===== src/rtl/bank_interleave_seq_if.sv =====
// rtl/bank_interleave_seq_if.sv - request and DDR4 command bus for bank_interleave_seq
//
// Ports (signals):
//   start, row, mode, pre_en : sweep request, driven by the requester (master)
//   busy, done               : sequence status, driven by the sequencer (slave)
//   cs_n, act_n, A, bg, ba   : DDR4 command pins, driven by the sequencer (slave)
interface bank_interleave_seq_if #(
  parameter int BGWIDTH   = 2,
  parameter int BAWIDTH   = 2,
  parameter int ADDRWIDTH = 17
);
  logic                 start;
  logic [ADDRWIDTH-1:0] row;
  logic                 mode;
  logic                 pre_en;
  logic                 busy;
  logic                 done;
  logic                 cs_n;
  logic                 act_n;
  logic [ADDRWIDTH-1:0] A;
  logic [BGWIDTH-1:0]   bg;
  logic [BAWIDTH-1:0]   ba;

  modport master (
    output start, row, mode, pre_en,
    input  busy, done, cs_n, act_n, A, bg, ba
  );

  modport slave (
    input  start, row, mode, pre_en,
    output busy, done, cs_n, act_n, A, bg, ba
  );
endinterface


===== src/rtl/bank_interleave_seq.sv =====
// rtl/bank_interleave_seq.sv - DDR4 single-rank ACT sweep sequencer with tRRD/tFAW/tRAS spacing
//
// Ports:
//   ck_t    : command clock, rising edge
//   reset_n : asynchronous active-low reset
//   bus     : bank_interleave_seq_if.slave
//             start/row/mode/pre_en in; busy/done and cs_n/act_n/A/bg/ba out
module bank_interleave_seq #(
  parameter int BGWIDTH   = 2,
  parameter int BAWIDTH   = 2,
  parameter int ADDRWIDTH = 17,
  parameter int TRRD_S    = 4,
  parameter int TRRD_L    = 6,
  parameter int TFAW      = 16,
  parameter int TRAS      = 32,
  parameter int CNTWIDTH  = 8
) (
  input logic                   ck_t,
  input logic                   reset_n,
  bank_interleave_seq_if.slave  bus
);

  localparam int IW = BGWIDTH + BAWIDTH;

  localparam logic [CNTWIDTH-1:0]  RRD_S_C = CNTWIDTH'(TRRD_S);
  localparam logic [CNTWIDTH-1:0]  RRD_L_C = CNTWIDTH'(TRRD_L);
  localparam logic [CNTWIDTH-1:0]  FAW_C   = CNTWIDTH'(TFAW);
  localparam logic [CNTWIDTH-1:0]  RAS_C   = CNTWIDTH'(TRAS);
  // PRE: A16=0 (RAS_n), A15=1 (CAS_n), A14=0 (WE_n), A10=0 (single bank)
  localparam logic [ADDRWIDTH-1:0] PRE_CMD = ADDRWIDTH'(1) << 15;

  typedef enum logic [2:0] {
    S_IDLE,
    S_ACT_ISSUE,
    S_ACT_WAIT,
    S_RAS_WAIT,
    S_PRE_ISSUE,
    S_DONE
  } state_t;

  state_t state, state_nxt;

  logic [CNTWIDTH-1:0]  tick;
  logic [CNTWIDTH-1:0]  tick_nxt;
  logic [CNTWIDTH-1:0]  hist [4];   // hist[0] = most recent ACT
  logic [IW-1:0]        idx;        // next bank in sweep order
  logic [BGWIDTH-1:0]   last_bg;
  logic [ADDRWIDTH-1:0] row_q;
  logic                 mode_q;
  logic                 pre_en_q;

  logic [BGWIDTH-1:0]   tgt_bg;
  logic [BAWIDTH-1:0]   tgt_ba;
  logic [CNTWIDTH-1:0]  since_last;
  logic [CNTWIDTH-1:0]  since_4th;
  logic                 gap_ok, faw_ok, ras_ok;
  logic                 issue_act, issue_pre;

  logic                 cs_n_q, act_n_q, busy_q, done_q;
  logic [ADDRWIDTH-1:0] a_q;
  logic [BGWIDTH-1:0]   bg_q;
  logic [BAWIDTH-1:0]   ba_q;

  // Decisions are made for the cycle after the coming edge, so elapsed time is
  // measured against tick+1, the timestamp the new command would carry.
  assign tick_nxt   = tick + CNTWIDTH'(1);
  assign since_last = tick_nxt - hist[0];
  assign since_4th  = tick_nxt - hist[3];

  // Index idx is 0 in IDLE, so the first bank is (0,0) regardless of mode.
  always_comb begin
    tgt_bg = '0;
    tgt_ba = '0;
    if (!mode_q) {tgt_bg, tgt_ba} = idx;
    else         {tgt_ba, tgt_bg} = idx;
  end

  assign gap_ok = since_last >= ((tgt_bg == last_bg) ? RRD_L_C : RRD_S_C);
  assign faw_ok = (32'(idx) < 4) || (since_4th >= FAW_C);
  assign ras_ok = since_last >= RAS_C;

  always_comb begin
    state_nxt = state;
    issue_act = 1'b0;
    issue_pre = 1'b0;
    case (state)
      S_IDLE: begin
        if (bus.start) begin
          issue_act = 1'b1;
          state_nxt = S_ACT_ISSUE;
        end
      end
      S_ACT_ISSUE, S_ACT_WAIT: begin
        // idx back at 0 means the sweep's last ACT has been issued
        if (idx == '0) begin
          if (!pre_en_q) begin
            state_nxt = S_DONE;
          end else if (ras_ok) begin
            issue_pre = 1'b1;
            state_nxt = S_PRE_ISSUE;
          end else begin
            state_nxt = S_RAS_WAIT;
          end
        end else if (gap_ok && faw_ok) begin
          issue_act = 1'b1;
          state_nxt = S_ACT_ISSUE;
        end else begin
          state_nxt = S_ACT_WAIT;
        end
      end
      S_RAS_WAIT: begin
        if (ras_ok) begin
          issue_pre = 1'b1;
          state_nxt = S_PRE_ISSUE;
        end
      end
      S_PRE_ISSUE: begin
        if (idx == '0) begin
          state_nxt = S_DONE;
        end else begin
          issue_pre = 1'b1;
          state_nxt = S_PRE_ISSUE;
        end
      end
      S_DONE:  state_nxt = S_IDLE;
      default: state_nxt = S_IDLE;
    endcase
  end

  always_ff @(posedge ck_t or negedge reset_n) begin
    if (!reset_n) begin
      state    <= S_IDLE;
      tick     <= '0;
      hist[0]  <= '0;
      hist[1]  <= '0;
      hist[2]  <= '0;
      hist[3]  <= '0;
      idx      <= '0;
      last_bg  <= '0;
      row_q    <= '0;
      mode_q   <= 1'b0;
      pre_en_q <= 1'b0;
      cs_n_q   <= 1'b1;
      act_n_q  <= 1'b1;
      a_q      <= '0;
      bg_q     <= '0;
      ba_q     <= '0;
      busy_q   <= 1'b0;
      done_q   <= 1'b0;
    end else begin
      state  <= state_nxt;
      tick   <= tick_nxt;
      busy_q <= (state_nxt != S_IDLE);
      done_q <= (state_nxt == S_DONE);

      if (state == S_IDLE && bus.start) begin
        row_q    <= bus.row;
        mode_q   <= bus.mode;
        pre_en_q <= bus.pre_en;
      end

      if (issue_act || issue_pre) idx <= idx + IW'(1);

      if (issue_act) begin
        hist[0] <= tick_nxt;
        hist[1] <= hist[0];
        hist[2] <= hist[1];
        hist[3] <= hist[2];
        last_bg <= tgt_bg;
      end

      if (issue_act) begin
        cs_n_q  <= 1'b0;
        act_n_q <= 1'b0;
        // the first ACT goes out on the accepting edge, before row_q is loaded
        a_q     <= (state == S_IDLE) ? bus.row : row_q;
        bg_q    <= tgt_bg;
        ba_q    <= tgt_ba;
      end else if (issue_pre) begin
        cs_n_q  <= 1'b0;
        act_n_q <= 1'b1;
        a_q     <= PRE_CMD;
        bg_q    <= tgt_bg;
        ba_q    <= tgt_ba;
      end else begin
        cs_n_q  <= 1'b1;
        act_n_q <= 1'b1;
        a_q     <= '0;
      end
    end
  end

  assign bus.cs_n  = cs_n_q;
  assign bus.act_n = act_n_q;
  assign bus.A     = a_q;
  assign bus.bg    = bg_q;
  assign bus.ba    = ba_q;
  assign bus.busy  = busy_q;
  assign bus.done  = done_q;

endmodule

===== src/flat_wrapper.sv =====
// flat-port wrapper written by rule: the top's interface ports become plain ports
module bank_interleave_seq_flat 
#(
  parameter int BGWIDTH   = 2,
  parameter int BAWIDTH   = 2,
  parameter int ADDRWIDTH = 17,
  parameter int TRRD_S    = 4,
  parameter int TRRD_L    = 6,
  parameter int TFAW      = 16,
  parameter int TRAS      = 32,
  parameter int CNTWIDTH  = 8
)
  (ck_t, reset_n, bus_start, bus_row, bus_mode, bus_pre_en, bus_busy, bus_done, bus_cs_n, bus_act_n, bus_A, bus_bg, bus_ba);
  bank_interleave_seq_if #(.BGWIDTH(BGWIDTH), .BAWIDTH(BAWIDTH), .ADDRWIDTH(ADDRWIDTH)) bus_i ();
  input logic ck_t;
  input logic reset_n;
  input wire logic [$bits(bus_i.start)-1:0] bus_start;
  input wire logic [$bits(bus_i.row)-1:0] bus_row;
  input wire logic [$bits(bus_i.mode)-1:0] bus_mode;
  input wire logic [$bits(bus_i.pre_en)-1:0] bus_pre_en;
  output wire logic [$bits(bus_i.busy)-1:0] bus_busy;
  output wire logic [$bits(bus_i.done)-1:0] bus_done;
  output wire logic [$bits(bus_i.cs_n)-1:0] bus_cs_n;
  output wire logic [$bits(bus_i.act_n)-1:0] bus_act_n;
  output wire logic [$bits(bus_i.A)-1:0] bus_A;
  output wire logic [$bits(bus_i.bg)-1:0] bus_bg;
  output wire logic [$bits(bus_i.ba)-1:0] bus_ba;
  assign bus_i.start = bus_start;
  assign bus_i.row = bus_row;
  assign bus_i.mode = bus_mode;
  assign bus_i.pre_en = bus_pre_en;
  assign bus_busy = bus_i.busy;
  assign bus_done = bus_i.done;
  assign bus_cs_n = bus_i.cs_n;
  assign bus_act_n = bus_i.act_n;
  assign bus_A = bus_i.A;
  assign bus_bg = bus_i.bg;
  assign bus_ba = bus_i.ba;
  bank_interleave_seq #(.BGWIDTH(BGWIDTH), .BAWIDTH(BAWIDTH), .ADDRWIDTH(ADDRWIDTH), .TRRD_S(TRRD_S), .TRRD_L(TRRD_L), .TFAW(TFAW), .TRAS(TRAS), .CNTWIDTH(CNTWIDTH)) u_core (.ck_t(ck_t), .reset_n(reset_n), .bus(bus_i));
endmodule

===== config.mk =====
export PLATFORM = sky130hd
export DESIGN_NAME = bank_interleave_seq_flat
export DESIGN_NICKNAME = d
export VERILOG_FILES = /design/src/rtl/bank_interleave_seq_if.sv /design/src/rtl/bank_interleave_seq.sv /design/src/flat_wrapper.sv
export SDC_FILE = /design/constraint.sdc
export NUM_CORES = 1
export LEC_CHECK = 0
export CORE_MARGIN = 2
export CORE_UTILIZATION = 57
export DETAILED_ROUTE_END_ITERATION = 8
export GPL_ROUTABILITY_DRIVEN = 0
export PLACE_DENSITY_LB_ADDON = 0.12
export SETUP_SLACK_MARGIN = 0.15
export SLEW_MARGIN = 20
export SYNTH_ARGS = -nofsm -noshare
export SYNTH_HDL_FRONTEND = slang
export SYNTH_SLANG_ARGS = --single-unit
export TNS_END_PERCENT = 30

===== constraint.sdc =====
create_clock -name ck_t -period 4.8 [get_ports ck_t]
set_input_delay 0.48 -clock ck_t [delete_from_list [all_inputs] [get_ports ck_t]]
set_output_delay 0.48 -clock ck_t [all_outputs]
set_load 0.02 [all_outputs]

# Word level (Yosys, flattened, before mapping)
# Cells that the tools add are included.
# Widths: inputs -> output; s select.
# word_totals
output_inout_bits,25
ff_bits,93
word_cells,71
# op_classes
muxes,30
order_cmp,4
eq_ne,6
addsub,4
reduce_logical,9
# ops
op,count
$mux 17,2
$mux 16,1
$mux 2,8
$sub 8x8->8,2
$mux 3,5
$pmux 3 s4,1
$mux 1,11
$add 8x1->8 const B,1
$ge 8x5->1 const B,1
$ge 8x6->1 const B,1
$ge 8x8->1,1
$eq 3x2->1 const B,2
$eq 3x3->1 const B,2
$add 4x1->4 const B,1
$logic_not 4->1,1
$lt 4x3->1 const B,1
$eq 3x1->1 const B,1
$logic_not 3->1,1
$pmux 1 s3,1
$reduce_bool 3->1,1
$eq 2x2->1,1
$logic_and 1x1->1,2
$logic_or 1x1->1,2
$pmux 1 s2,1
other kinds (2),2

# Logic depth before layout (Yosys ltp)
# Gate-level depths: netlist (run 1).
# depth
depth_word,9
ltp_mapped,17
mapped_depth_nobuf,14

# Worst setup path before layout (run 1)
# OpenSTA, ideal clock, no wires.
# synth_timing
path_type,reg2reg
from,register u_core.tick[0]
to,"register u_core.ba_q[0], in the netlist u_core.bus.ba[0]"
period_less_slack_ns,3.309
slack_ns,1.491
stages_incl_launch_ff,14
setup_ns,0.125
arrival_ns,3.184
required_time_ns,4.675
path_cell_list,dfrtp_1 > ha_1 > nand3_1 > nor2_1 > xor2_1 > ha_1 > buf_4 > or4b_4 > nand4_2 > a211oi_2 > a22o_1 > a221oi_2 > nor2_4 > mux2_4
# synth_between
elab_chain_cells,9
elab_cells_between_ends,17
classes_between,add/sub (3); order compare (3); mux (8); reduce/logical (3)
# synth_lines
element,line,source
"start, declared",bank_interleave_seq.sv:43,logic [CNTWIDTH-1:0] tick;
"start signal, assigned",bank_interleave_seq.sv:152,tick <= tick_nxt;
$add 8x1->8 (*),bank_interleave_seq.sv:66,assign tick_nxt = tick + CNTWIDTH'(1);
named net u_core.tick_nxt[6],bank_interleave_seq.sv:44,logic [CNTWIDTH-1:0] tick_nxt;
$sub 8x8->8,bank_interleave_seq.sv:68,assign since_4th = tick_nxt - hist[3];
$ge 8x5->1,bank_interleave_seq.sv:79,assign faw_ok = (32'(idx) < 4) || (since_4th >= FAW_C);
$logic_or 1x1->1,bank_interleave_seq.sv:79,
$logic_and 1x1->1,bank_interleave_seq.sv:104,end else if (gap_ok && faw_ok) begin
$mux 1,bank_interleave_seq.sv:104,
$mux 1,bank_interleave_seq.sv:95,if (idx == '0) begin
$pmux 1 s2,bank_interleave_seq.sv:86,case (state)
$mux 2 / $reduce_bool 2->1 (equally long branches),-,
"end signal, assigned",bank_interleave_seq.sv:178,ba_q <= tgt_ba;
"end signal, assigned",bank_interleave_seq.sv:184,ba_q <= tgt_ba;
"end, declared",bank_interleave_seq.sv:62,logic [BAWIDTH-1:0] ba_q;
# The timed path passes the listed nets; every way through them passes the cells marked *.
# A chain may end at the register's enable or synchronous reset.

# Worst setup path in the final report (run 1)
# layout_timing
from,register u_core.tick[0]
to,register u_core.hist[9] in the netlist's numbering
# layout_between
elab_chain_cells,8
elab_cells_between_ends,10
classes_between,add/sub (3); order compare (2); mux (3); reduce/logical (2)
# layout_lines
element,line,source
$add 8x1->8 (*),bank_interleave_seq.sv:66,
named net u_core.tick_nxt[6],bank_interleave_seq.sv:44,
$sub 8x8->8,bank_interleave_seq.sv:68,
$ge 8x5->1,bank_interleave_seq.sv:79,
$logic_or 1x1->1,bank_interleave_seq.sv:79,
$logic_and 1x1->1 (*),bank_interleave_seq.sv:104,
$mux 1 (*),bank_interleave_seq.sv:104,
$mux 1 (*),bank_interleave_seq.sv:95,
$pmux 1 s2 (*),bank_interleave_seq.sv:86,
"end, declared",bank_interleave_seq.sv:45,logic [CNTWIDTH-1:0] hist [4];
# Marks and branches as above.

==> run_results.csv, run 1 <==
group,metric,value,unit
finish,areaGrowthSynthToFinish,16.6,%
timing,setup_violations,0,
power,ir_worst_vdd,175,uV
finish,mostFrequentLayoutCells,"dfrtp_1 (91), mux2_2 (53), nand2_1 (48), clkdlybuf4s50_1 (45), a21oi_1 (28)",
finish,seq_area,2330,um^2
power,power_per_cell_area,267,nW/um^2
critical_path,reg2reg_depth,14,
logic_synthesis,ys_ff_latch,93,
timing,clock.fmax,0.254,GHz
power,share_comb_of_total_power,0.024,
critical_path,worstSetupEndpointType,"register",
routing,finalWirelength,8970,um
power,p_switching,0.325,mW
logic_synthesis,synthCells,394,
logic_synthesis,yosysWarnings,0,
hold_path,min_path_type,"input port to asynchronous set/reset pin",
logic_synthesis,ys_seq_area_frac,0.508,
clock_tree,ctsLongestPathBuffers,2,
global_route,grt_pass1_wl,14900,um
finish,drive_above_1_share,0.217,
floorplan,die_x,93.7,um
power,internal-power,1.10,mW
timing,maxSlewHeadroom,0.362,
routing,first_pass_iters,4,
clock_tree,postCtsSetupBuffers,0,
critical_path,cpMaxStageDelayCell,"inv_2",
timing,timing.final.crit_share,0.819,
run,drv_cap,0,
critical_path,slowest_delay,0.47,ns
routing,num_vias,3086,
floorplan,ios,47,
finish,n_fill_cell,586,
timing,period_minus_slack,3.93,ns
logic_synthesis,syn-num-nets,435,
floorplan,initial_utilization,0.590,
routing,drtIter0Drc,117,
critical_path,path_cells,"ha_1 -> nand3_1 -> nor2_1 -> xor2_1 -> ha_1 -> a21oi_1 -> o41ai_1 -> a21oi_1 -> a211oi_2 -> a22o_1 -> nand2_1 -> a21o_1 -> inv_2 -> mux2_2",
floorplan,die-area,8780,um^2
placement,portBuffers,46,
routing,drc,0,
floorplan,core_area,7770,um^2
critical_path,path_buf_inv,1,
logic_synthesis,synth_top_area_frac,0.497,
clock_tree,cts.clk_slew.worst_paths,0.09,ns
timing,finalMaxSlewViolations,0,
global_route,antenna_found_initial,0,
routing,vias_per_cell,5.66,
critical_path,worstSetupPathType,"register to register",
timing,worst_pin_slew,0.957,ns
clock_tree,clockRootBuffer,"clkbuf_8",
clock_tree,htree_levels,3,
clock_tree,clkSinkCount,93,
clock_tree,cts_tree,"yes",
critical_path,worstSetupPathDepth,14,
placement,dp_hpwl,6050,um
critical_path,crit_path_start_kind,"register",
critical_path,r2r_slack,0.87,ns
power,p_clk_frac,0.427,
power,power,1.43,mW
finish,multi_input_area,2100,um^2
timing,skew,0.00972,ns
finish,diodes,0,
power,switching_share,0.228,
global_route,grt_overflow,0,
global_route,grt_use_total,0.219,
logic_synthesis,synth_area_leaders,"dfrtp_1 (50%), mux2_2 (13%), ha_1 (4.9%)",
global_route,grt_pass1_vias,3116,
timing,finalSetupTns,0,ns
critical_path,cp_data_arrival_time,4.18,ns
critical_path,cp_max_fo,33,
run_status,status,"completed",
floorplan,num_rows,32,
finish,final_common_cell,"dfrtp_1",
critical_path,crit_end,"u_core.hist[9]",
global_route,grt_max_degree,60,
power,power.leakage,2.46,nW
clock_tree,cts_buffers,9,
timing,rsz0062_at_grt,"false",
finish,fin_nets,479,
routing,wire_per_inst,16.5,um
critical_path,reg2reg_from,"u_core.tick[0]",
clock_tree,post_cts_resize_count,0,
logic_synthesis,netlist_area,4590,um^2
critical_path,crit_start,"u_core.tick[0]",
power,seqPwrFrac,0.549,
logic_synthesis,synth.distinct_cells,64,
critical_path,crit_required,5.05,ns
logic_synthesis,synth_area_per_cell,11.6,um^2
floorplan,dieHeight,93.7,um
logic_synthesis,synth-edff-count,0,
logic_synthesis,synthArstFlopShare,1.00,
clock_tree,clock_latency,0.37,ns
timing,final-hold-violation-count,0,
logic_synthesis,yosysTopAreaCell,"dfrtp_1",
critical_path,r2r-end,"u_core.hist[9]",
routing,ant_nets,0,
logic_synthesis,ys_dominant_reg_cell,"dfrtp_1",
critical_path,critPathTopFamily,"compound AO/OA/AOI/OAI gates",
clock_tree,ctsHoldBuffers,0,
power groups by stage:
stage	Combinational, mW	Sequential (mW)	Clock [mW]
3_3_place_gp	0.0355	0.798	0
5_1_grt	0.0396	0.783	0.641
3_5_place_dp	0.0363	0.798	0
2_1_floorplan	0.000297	0.799	0
4_1_cts	0.0362	0.783	0.612
6_report	0.0349	0.783	0.608
per-stage QoR:
step	utilization	std cells	instance area (um^2)	setup WS [ns]	hold WS, ns
after global routing	0.688	545	5350	0.555	0.245
after floorplan	-	394	4590	1.49	0.184
final	0.688	545	5350	0.868	0.188
after CTS	0.688	545	5350	0.922	0.208
after global placement	0.659	529	5110	1.06	0.469
after detailed placement	0.659	529	5110	0.970	0.489
worst min-delay path by stage:
stage / slack, ns / cells after the start / end
5_1_grt: 0.24 / 1 / u_core.hist[25]
2_1_floorplan: 0.18 / 0 / u_core.bus.A[0]
3_3_place_gp: 0.47 / 1 / u_core.hist[22]
6_report: 0.19 / 1 / u_core.hist[25]
4_1_cts: 0.21 / 1 / u_core.row_q[12]
3_5_place_dp: 0.49 / 1 / u_core.hist[13]
metal layers:
metal	share of wire	global-route usage	up-vias
met5	0	0	-
met4	0.014	0.0845	0
met2	0.48	0.353	63
met3	0.033	0.0353	12
met1	0.48	0.299	1539
li1	-	-	1472
flip-flops by register name (all words and copies together) (netlist names):
signal            count
u_core.hist          32
u_core.bus.A         17
u_core.row_q         17
u_core.tick           8
u_core.idx            4
u_core.state          3
u_core.bus.ba         2
u_core.bus.bg         2
u_core.last_bg        2
u_core.bus.act_n      1
u_core.bus.busy       1
u_core.bus.cs_n       1
u_core.bus.done       1
u_core.mode_q         1
u_core.pre_en_q       1
cell usage after synthesis, types with 3 or more instances:
library cell / instances
a21o_1: 5
a21oi_1: 28
and3_1: 3
buf_2: 3
buf_4: 5
clkbuf_1: 7
dfrtp_1: 91
ha_1: 18
inv_1: 19
mux2_2: 53
mux2_4: 5
nand2_1: 48
nand2b_1: 3
nand3_1: 4
nor2_1: 12
nor3_1: 5
o211ai_1: 5
o21ai_0: 9
or3_1: 4
xnor2_1: 8
xor2_1: 7
logic make-up after synthesis:
| logic type | after synthesis | synth area share |
|---|---|---|
| simple gates | 95 | 0.108 |
| flops | 93 | 0.508 |
| buf+inv | 36 | 0.0347 |
| fa+ha+maj | 20 | 0.0557 |
| xor+xnor | 17 | 0.0387 |
| mux | 59 | 0.149 |
| compound gates | 74 | 0.106 |
final cells by class:
class	count	share of cell area
tap	102	0.0239
sequential	93	0.436
multi-input combinational	265	0.393
inverter	20	0.0140
timing repair buffer	49	0.0899
clock buffer	9	0.0232
clock inverter	7	0.0199
Note: power is estimated with default switching activity, not from simulation.
==> run 2, diff against run 1 <==
clock period = 3.9 ns   (was 4.8 ns; I/O delays follow)
==> run_results.csv, run 2 (synthesis results as in run 1) <==
group,metric,value,unit
timing,maxSlewHeadroom,0.450,
routing,finalWirelength,8920,um
finish,largest-register,"u_core.hist",
placement,portBuffers,46,
finish,fin_nets,483,
critical_path,cp_max_fo,10,
placement,placed_cell_area,5140,um^2
routing,drc,0,
timing,whs,0.112,ns
power,ir_worst_vdd,190,uV
floorplan,core_area,7770,um^2
routing,ant_nets,0,
floorplan,die-area,8780,um^2
critical_path,cp_data_arrival_time,3.82,ns
critical_path,cpMaxStageDelayCell,"or4b_4",
clock_tree,htree_levels,3,
timing,skew,0.0133,ns
global_route,grt.busiest_layer,"met2",
timing,setup_violations,0,
critical_path,slowest_delay,0.55,ns
critical_path,worstSetupPathType,"register to register",
power,p_clk_frac,0.387,
timing,finalSetupTns,0,ns
power,share_comb_of_total_power,0.026,
clock_tree,clock_latency,0.36,ns
timing,finalMaxSlewViolations,0,
finish,diodes,0,
global_route,grt_pass1_vias,3162,
power,switching_share,0.238,
routing,vias_per_cell,5.60,
power,p_switching,0.391,mW
global_route,grt_use_total,0.219,
finish,design_area,5380,um^2
power,power_per_cell_area,305,nW/um^2
finish,largest_register_ffs,32,
routing,drtIter0Drc,133,
placement,dp_hpwl,6300,um
critical_path,crit_path_start_kind,"register",
timing,clock.fmax,0.279,GHz
finish,areaGrowthSynthToFinish,17.3,%
floorplan,die_x,93.7,um
clock_tree,cts_tree,"yes",
run_status,status,"completed",
clock_tree,cts_buffers,9,
critical_path,crit_required,4.14,ns
power,seqPwrFrac,0.587,
floorplan,dieHeight,93.7,um
clock_tree,clkSinkCount,93,
global_route,antenna_found_initial,0,
finish,mostFrequentLayoutCells,"dfrtp_1 (91), mux2_2 (53), nand2_1 (48), clkdlybuf4s50_1 (45), a21oi_1 (28)",
run,drv_cap,0,
global_route,grt_overflow,0,
clock_tree,clockRootBuffer,"clkbuf_8",
finish,multi_input_area,2130,um^2
placement,place_inst,533,
global_route,grtUsageMet3,0.0377,
finish,seq_area,2330,um^2
timing,final-hold-violation-count,0,
global_route,grt_max_degree,66,
power,power.leakage,2.48,nW
global_route,met1_usage,0.301,
finish,n_fill_cell,608,
global_route,grt_pass1_wl,15000,um
critical_path,worstSetupEndpointType,"register",
routing,num_vias,3073,
global_route,met2_usage,0.353,
finish,drive_above_1_share,0.235,
timing,timing.final.crit_share,0.918,
routing,wire_per_inst,16.2,um
critical_path,path_buf_inv,0,
power,internal-power,1.25,mW
clock_tree,cts.clk_slew.worst_paths,0.10,ns
clock_tree,ctsLongestPathBuffers,2,
timing,rsz0062_at_grt,"true",
finish,instances_no_fill,549,
critical_path,path_cells,"ha_1 -> nand3_1 -> nor2_1 -> xor2_2 -> ha_2 -> or4b_4 -> nand4_2 -> a211oi_2 -> a22o_1 -> a221oi_2 -> nor2_4 -> mux2_4",
routing,first_pass_iters,4,
timing,worst_pin_slew,0.824,ns
hold_path,min_path_type,"input port to asynchronous set/reset pin",
finish,final_common_cell,"dfrtp_1",
critical_path,critPathTopFamily,"simple AND/OR/NAND/NOR gates",
timing,period_minus_slack,3.58,ns
floorplan,ios,47,
floorplan,initial_utilization,0.590,
floorplan,num_rows,32,
==> run 2: changes by cell type in the layout (fill, tap and decap cells not counted), sizes merged <==
cell	change
buf	+4
inv	+3
bufinv	-2
clkinvlp	-2
clkbuf	+1
==> run 2: final timing paths <==
path,startpoint,endpoint,slack [ns],depth (start not counted)
worst min-delay path,reset_n,u_core.hist[16],0.11,1
worst min register to register,u_core.hist[22],u_core.hist[22],0.50,1
worst max register to register,u_core.tick[0],u_core.bus.bg[1],0.32,12
max in group asynchronous,reset_n,u_core.tick[7],2.87,2
min in group ck_t,u_core.hist[22],u_core.hist[22],0.50,1
worst max-delay path,u_core.tick[0],u_core.bus.bg[1],0.32,12
==> run 2: final cells by class <==
type / instances / share of cell area
well taps: 102 / 0.0237
multi-input cells: 265 / 0.396
clock inverters: 6 / 0.0107
clock buffers: 10 / 0.0256
repair buffers: 53 / 0.0963
inverters: 20 / 0.0149
flip-flops and latches: 93 / 0.433
==> run 2: what timing repair did <==
item	4_1_cts	5_1_grt
resized for setup	0	11
buffers inserted	0	0
endpoints found under the setup margin	0	58
hold buffers	0	0
==> run 2: power by group through the flow <==
stage	sequential (mW)	clock, mW	combinational, mW
2_1_floorplan	0.983	0	0.000366
3_3_place_gp	0.983	0	0.0432
3_5_place_dp	0.983	0	0.0441
4_1_cts	0.964	0.653	0.0441
5_1_grt	0.964	0.691	0.0482
6_report	0.964	0.635	0.0423
==> run 2: metal layers <==
layer  vias to the layer above  share of wire  routed length, um
met1                      1525           0.46               4150
met3                        13          0.030                267
met4                         0          0.013                116
li1                       1492              -                  -
met2                        43           0.49               4390
met5                         -              0                  0
==> run 2: metrics by stage <==
stage	power [mW]	setup WS, ns	utilization
after global placement	1.03	0.339	0.662
after detailed placement	1.03	0.193	0.662
after global routing	1.70	0.141	0.692
final	1.64	0.321	0.692
after floorplan	0.983	0.591	-
after CTS	1.66	0.170	0.688
